[config.mk]
export PLATFORM = sky130hd
export DESIGN_NAME = clock_div_multi
export DESIGN_NICKNAME = d
export VERILOG_FILES = /design/src/rtl/clock_div_multi.sv
export SDC_FILE = /design/constraint.sdc
export NUM_CORES = 1
export LEC_CHECK = 0
export BUFFER_PORTS_ARGS = -buffer_cell sky130_fd_sc_hd__buf_2
export CORE_UTILIZATION = 60
export CTS_CLUSTER_SIZE = 40
export DETAILED_ROUTE_END_ITERATION = 8
export PLACE_DENSITY = 0.77
export REMOVE_ABC_BUFFERS = 1
export SLEW_MARGIN = 25
export SYNTH_ARGS = -nofsm -noshare
export SYNTH_HDL_FRONTEND = slang
export SYNTH_SLANG_ARGS = --single-unit
[constraint.sdc]
create_clock -name clk_in -period 7.3 [get_ports clk_in]
set_clock_uncertainty 0.05 [all_clocks]
set_input_delay 1.46 -clock clk_in [delete_from_list [all_inputs] [get_ports clk_in]]
set_output_delay 1.46 -clock clk_in [all_outputs]
set_load 0.03 [all_outputs]
[src/rtl/clock_div_multi.sv]
// Multi-channel programmable clock divider. Every channel has a registered ~50% clock,
// a period-start pulse and a shadowed divisor that is loaded only at a period boundary.
module clock_div_multi #(
    parameter int unsigned NUM_CH  = 4,
    parameter int unsigned CNT_W   = 25,
    parameter int unsigned DEF_DIV = 12_000_000,
    parameter int unsigned CH_W    = 4
) (
    input  logic              clk_in,
    input  logic              rst_n_in,
    input  logic [NUM_CH-1:0] en_in,
    input  logic              sync_in,
    input  logic              div_valid_in,
    input  logic [CH_W-1:0]   div_ch_in,
    input  logic [CNT_W-1:0]  div_val_in,
    output logic              div_ready_out,
    output logic [NUM_CH-1:0] clk_div_out,
    output logic [NUM_CH-1:0] pulse_out,
    output logic [NUM_CH-1:0] active_out
);

    typedef enum logic {ST_IDLE, ST_RUN} state_t;

    localparam logic [CNT_W-1:0] DEF_N = (DEF_DIV < 2) ? CNT_W'(2) : CNT_W'(DEF_DIV);

    state_t             st_q   [NUM_CH];
    state_t             st_d   [NUM_CH];
    logic [CNT_W-1:0]   cnt_q  [NUM_CH];
    logic [CNT_W-1:0]   cnt_d  [NUM_CH];
    logic [CNT_W-1:0]   div_q  [NUM_CH];
    logic [CNT_W-1:0]   div_d  [NUM_CH];
    logic [CNT_W-1:0]   shd_q  [NUM_CH];
    logic [CNT_W-1:0]   shd_d  [NUM_CH];
    logic [CNT_W:0]     high_d [NUM_CH];
    logic [NUM_CH-1:0]  pend_q, pend_d;
    logic [NUM_CH-1:0]  apply, wr_ch;
    logic [NUM_CH-1:0]  clk_d, pulse_d, active_d;
    logic [CNT_W-1:0]   wr_val;

    // Writes to channels outside the array see ready=1 and are discarded.
    always_comb begin
        div_ready_out = 1'b1;
        for (int unsigned i = 0; i < NUM_CH; i++) begin
            if (div_ch_in == CH_W'(i) && pend_q[i]) div_ready_out = 1'b0;
        end
    end

    assign wr_val = (div_val_in < CNT_W'(2)) ? CNT_W'(2) : div_val_in;

    always_comb begin
        for (int unsigned i = 0; i < NUM_CH; i++) begin
            st_d[i]   = st_q[i];
            cnt_d[i]  = cnt_q[i];
            div_d[i]  = div_q[i];
            shd_d[i]  = shd_q[i];
            pend_d[i] = pend_q[i];
            apply[i]  = 1'b0;
            wr_ch[i]  = div_valid_in && div_ready_out && (div_ch_in == CH_W'(i));

            if (sync_in) begin
                cnt_d[i] = '0;
                if (en_in[i]) begin
                    st_d[i]  = ST_RUN;
                    apply[i] = 1'b1;
                end else begin
                    st_d[i] = ST_IDLE;
                end
            end else if (st_q[i] == ST_IDLE) begin
                cnt_d[i] = '0;
                if (en_in[i]) begin
                    st_d[i]  = ST_RUN;
                    apply[i] = 1'b1;
                end
            end else if (cnt_q[i] == div_q[i] - CNT_W'(1)) begin
                cnt_d[i]  = '0;
                apply[i]  = 1'b1;
                if (!en_in[i]) st_d[i] = ST_IDLE;
            end else begin
                cnt_d[i] = cnt_q[i] + CNT_W'(1);
            end

            // A write can only land while pending is clear, so it never collides with an apply.
            if (apply[i] && pend_q[i]) begin
                div_d[i]  = shd_q[i];
                pend_d[i] = 1'b0;
            end
            if (wr_ch[i]) begin
                shd_d[i]  = wr_val;
                pend_d[i] = 1'b1;
            end

            high_d[i]   = ({1'b0, div_d[i]} + (CNT_W+1)'(1)) >> 1;
            active_d[i] = (st_d[i] == ST_RUN);
            clk_d[i]    = active_d[i] && ({1'b0, cnt_d[i]} < high_d[i]);
            pulse_d[i]  = active_d[i] && (cnt_d[i] == '0);
        end
    end

    always_ff @(posedge clk_in or negedge rst_n_in) begin
        if (!rst_n_in) begin
            for (int unsigned i = 0; i < NUM_CH; i++) begin
                st_q[i]  <= ST_IDLE;
                cnt_q[i] <= '0;
                div_q[i] <= DEF_N;
                shd_q[i] <= DEF_N;
            end
            pend_q      <= '0;
            clk_div_out <= '0;
            pulse_out   <= '0;
            active_out  <= '0;
        end else begin
            for (int unsigned i = 0; i < NUM_CH; i++) begin
                st_q[i]  <= st_d[i];
                cnt_q[i] <= cnt_d[i];
                div_q[i] <= div_d[i];
                shd_q[i] <= shd_d[i];
            end
            pend_q      <= pend_d;
            clk_div_out <= clk_d;
            pulse_out   <= pulse_d;
            active_out  <= active_d;
        end
    end

endmodule
## Word level (Yosys, flattened, before mapping)

Index checks and enable logic that the tools add are counted.

| operators by class | value |
|---|---|
| add/sub/neg operators | 12 |
| $lt $le $gt $ge | 5 |
| equal/unequal tests | 7 |
| mux-type cells | 57 |
| reduce and logical (&&, ||, !) cells | 30 |

Operator list:

| kind | count |
|---|---|
| 2-to-1 mux 25 bit | 17 |
| adder 25 x 1 -> 26 bit, second input constant | 4 |
| adder 25 x 1 -> 25 bit, second input constant | 4 |
| equality test 25 bit | 4 |
| zero test 25 bit | 4 |
| < comparator 25 bit | 4 |
| subtractor 25 x 1 -> 25 bit, second input constant | 4 |
| 2-to-1 mux 1 bit | 40 |
| < comparator 25 x 2 -> 1 bit, second input constant | 1 |
| logical AND 1 bit | 21 |
| equality test 4 x 2 -> 1 bit, second input constant | 2 |
| nonzero test 2 bit | 4 |
| equality test 4 x 1 -> 1 bit, second input constant | 1 |
| zero test 4 bit | 1 |

| storage, ports and cells | value |
|---|---|
| flip-flop bits (word level) | 320 |
| input port bits | 37 |
| output and inout bits | 13 |

## Depth between registers and ports, before layout

| depth | value |
|---|---|
| word-level depth | 10 |
| gate-level depth with buffers | 35 |
| gate-level depth less buffers | 31 |

## Worst setup path before layout

Ideal clock, no wire load.

| timing | value |
|---|---|
| kind | register to register |
| start | reg div_q[76] (netlist name) |
| end | reg clk_div_out[0] |
| arrival time | 6.107 ns |
| required time | 7.184 ns |
| setup slack | 1.077 ns |
| cell stages (with the launch flop) | 32 |
| cells stage by stage | dfrtp_1 -> clkbuf_1 -> inv_1 -> ha_1 -> or4b_4 -> nor4_2 -> nand4_1 -> xnor2_1 -> a2111oi_2 -> nand4_1 -> a21oi_4 -> buf_6 -> buf_2 -> buf_2 -> nand2_1 -> o21ai_0 -> ha_1 -> clkbuf_1 -> nand2_1 -> or3_1 -> mux2_2 -> xnor2_1 -> ha_1 -> a21o_1 -> a21o_1 -> a21oi_1 -> nor2b_1 -> o21ai_0 -> nand2b_1 -> a221o_1 -> a31oi_1 -> o31a_1 |

RTL lines:

| element | line | text |
|---|---|---|
| start, declared | 30 | `logic [CNT_W-1:0] div_q [NUM_CH];` |
| start signal, assigned by index | 115 | `div_q[i] <= div_d[i];` |
| end signal, assigned | 119 | `clk_div_out <= clk_d;` |
| end, declared | 17 | `output logic [NUM_CH-1:0] clk_div_out,` |

==> flow_summary_export.csv <==
group,metric,value,unit
clock_network,htreeDepth,2,
detailed_routing,drt-total-wl,61300,um
final_layout,num-fill-cells,3115,
clock_network,clk_pin_slew_worst_paths,0.06,ns
worst_setup_path,endpoint_kind,"flop",
synthesis,synth.top_cell.area_share,25.2,%
timing,min_period_over_period,90.4,%
timing,hold_viol_final,0,
worst_setup_path,critPathLaunchType,"flop",
place,place_area,23700,um2
job,maxCapViolations,0,
timing,tns,0,ns
detailed_routing,firstDrtPassIters,8,
clock_network,cts_buffer_depth,3,
synthesis,ys_seq_area_share,34.1,%
final_layout,fin_area,25000,um2
synthesis,ys_top_cells_by_area,"dfrtp_1, dfstp_2, mux2_2",
place,port-buffer-count,49,
synthesis,syn_area,23500,um2
clock_network,cts-root-buf,"clkbuf_16",
worst_hold_path,hold_class,"reg -> reg",
worst_setup_path,required,7.74,ns
clock_network,clock_latency,0.57,ns
synthesis,synthArstFlopShare,100,%
floorplan,die_area,39900,um2
synthesis,ys_ff_latch,316,
detailed_routing,drc,0,
timing,rsz0062_at_grt,"no",
worst_setup_path,worstPathArrival,7.04,ns
clock_network,cts.sinks,316,
timing,period_needed,6.60,ns
worst_setup_path,cpMostUsedCell,"ha_1",
place,gp_congestion,0.963,
power_and_ir_drop,power_density,294,nW/um2
synthesis,synth_cells,2584,
final_layout,num-nets-final,2661,
worst_setup_path,crit_path_max_fanout,9,
final_layout,layout-drive-gt1-share,16.9,%
clock_network,cts_hold_buf,0,
power_and_ir_drop,leakagePower,10.5,nW
synthesis,synth-main-ff-cell,"dfrtp_1",
power_and_ir_drop,vdd_ir_drop_max,0.000271,V
global_routing,antenna_found_initial,1,
detailed_routing,dr.first_iter.drc_count,1538,
detailed_routing,wl_per_cell,20.0,um
floorplan,fp.dieW,200,um
synthesis,synth_edf_count,0,
timing,worst_hold_slack,0.470,ns
floorplan,initial_core_util,60.7,%
global_routing,grt_max_degree,162,
final_layout,stdcell_count,3063,
worst_setup_path,path_class,"reg -> reg",
timing,setup_viol,0,
status,status,"complete, no violations",
clock_network,cts_tree,"built",
place,dp.cells,2994,
detailed_routing,antenna_left,0,
global_routing,track_usage,31.2,%
floorplan,core_area,38600,um2
final_layout,synthToLayoutAreaGrowth,6.74,%
place,hpwl,45300,um
worst_setup_path,rrSetupSlack,0.70,ns
global_routing,overflow,0,
worst_setup_path,slowest_stage,"dfrtp_1",
timing,drv_slew,0,
synthesis,yosysUniqueCellTypes,93,
floorplan,die-height,200,um
synthesis,synth_area_leader_cell,"dfrtp_1",
timing,tightest_slew,0.945,ns
timing,relSlewSlack,36.4,%
global_routing,grt_pass1_wl,98000,um
timing,max_freq,152,MHz
worst_setup_path,max_stage_delay,0.48,ns
clock_network,cts_buffers,37,
floorplan,num_rows,72,
detailed_routing,via_per_inst,6.32,
floorplan,io_pins,50,
detailed_routing,num_vias,19363,
global_routing,grt_pass1_vias,18358,
synthesis,yosys_warnings,0,
final_layout,antenna_cells,0,
synthesis,avgSynthCellArea,9.08,um2
-- layout by cell type, fill, tap and decap left out, types with 8 or more instances in the layout --
cell type,n
a211oi_1,10
dfstp_2,80
nand3_1,136
and3_1,59
a21oi_1,64
inv_1,55
mux2i_1,47
nor4_2,10
and2_1,19
xor2_1,144
nand2_1,194
a41oi_1,9
nand4_1,101
and4_1,18
or3_1,25
o31ai_1,19
xnor2_1,180
dfrtp_1,236
or4_1,9
o21ai_1,15
nor2_1,239
nor4_1,35
buf_4,9
buf_2,48
ha_1,108
mux2_2,172
nand3b_1,11
nor3_1,82
nor3b_1,12
nor2b_1,23
a31oi_1,28
o2111ai_1,8
o21ai_0,75
clkbuf_16,40
a21o_1,33
nand2b_1,23
or2_2,9
-- synth_stat cells (all sizes together) (23+ instances only) --
cell,number
nor4,50
inv,55
a31oi,28
nand3,136
dfrtp,236
mux2i,47
xor2,144
nor2,240
mux2,179
buf,65
a21oi,65
and3,59
ha,108
clkbuf,104
nand2b,23
nand2,196
nor2b,23
o21ai,91
nor3,84
or3,26
xnor2,180
nand4,101
a21o,33
dfstp,80
-- worst paths after layout --
kind	start	to	cells past startpoint
setup / recovery	div_q[25]	clk_div_out[2]	31
hold / removal	shd_q[13]	shd_q[13]	1
setup reg to reg	div_q[25]	clk_div_out[2]	31
hold reg to reg	shd_q[13]	shd_q[13]	1
max in group asynchronous	rst_n_in	div_q[30]	2
min in group asynchronous	rst_n_in	cnt_q[23]	1
-- cell families (layout without fill, tap and decap cells) --
family	count (synthesis)	count (layout)	synth area share (%)
buffers and inverters	224	185	4.11
AO/OA/AOI/OAI	341	341	9.65
XOR/XNOR	324	324	12.1
flip-flops	316	316	34.1
AND/OR/NAND/NOR	1044	1044	23.5
multiplexers	227	227	10.7
adder cells (fa/ha/maj)	108	108	5.76
-- cell type report --
type | count | area [um2] | area share [%]
Timing Repair Buffer | 62 | 377 | 1.50
Sequential cell | 316 | 8010 | 32.0
Tap cell | 518 | 648 | 2.59
Clock inverter | 17 | 183 | 0.729
Inverter | 55 | 206 | 0.824
Multi-Input combinational cell | 2044 | 14500 | 58.0
Clock buffer | 51 | 1090 | 4.36
-- through the flow --
stage | util, % | power [mW] | worst slack, ns
2_1_floorplan | - | 4.59 | -0.998
3_3_place_gp | 61.4 | 5.26 | 0.864
3_5_place_dp | 61.5 | 5.36 | 0.672
4_1_cts | 64.8 | 7.34 | 0.633
5_1_grt | 64.8 | 7.79 | 0.0429
6_report | 64.8 | 7.37 | 0.702
-- per-layer routing --
metal	track usage, %	vias up	share of wire (%)
li1	-	9159	-
met5	0	-	0.021
met2	49.1	618	46
met4	11.7	2	3.5
met1	44.2	9449	45
met3	3.51	135	5.2
-- where the power goes --
group	internal [mW]	switching, mW	total (mW)
Clock	1.16	0.786	1.95
Sequential	2.20	0.659	2.86
Combinational	1.16	1.41	2.57
Total	4.51	2.86	7.37
-- registers in the layout, summed over array words and instances, names as in the netlist --
register and flops:
clk_div_out 4, shd_q 100, pend_q 4, div_q 100
cnt_q 100, active_out 4, pulse_out 4
-- repair_timing --
action | 4_1_cts | 5_1_grt
endpoints found under the setup margin | 0 | 1
setup buffers | 0 | 1
gates resized for setup | 0 | 1
-- worst max-delay path, delay by kind of cell (launching register included) --
family | cells | cell delay, ns
compound gates | 7 | 1.31
xor+xnor | 1 | 0.16
fa+ha+maj | 3 | 0.84
buf+inv | 1 | 0.12
flops | 1 | 0.48
mux | 2 | 0.46
simple gates | 17 | 3.11
(Power assumes the default switching activity.)
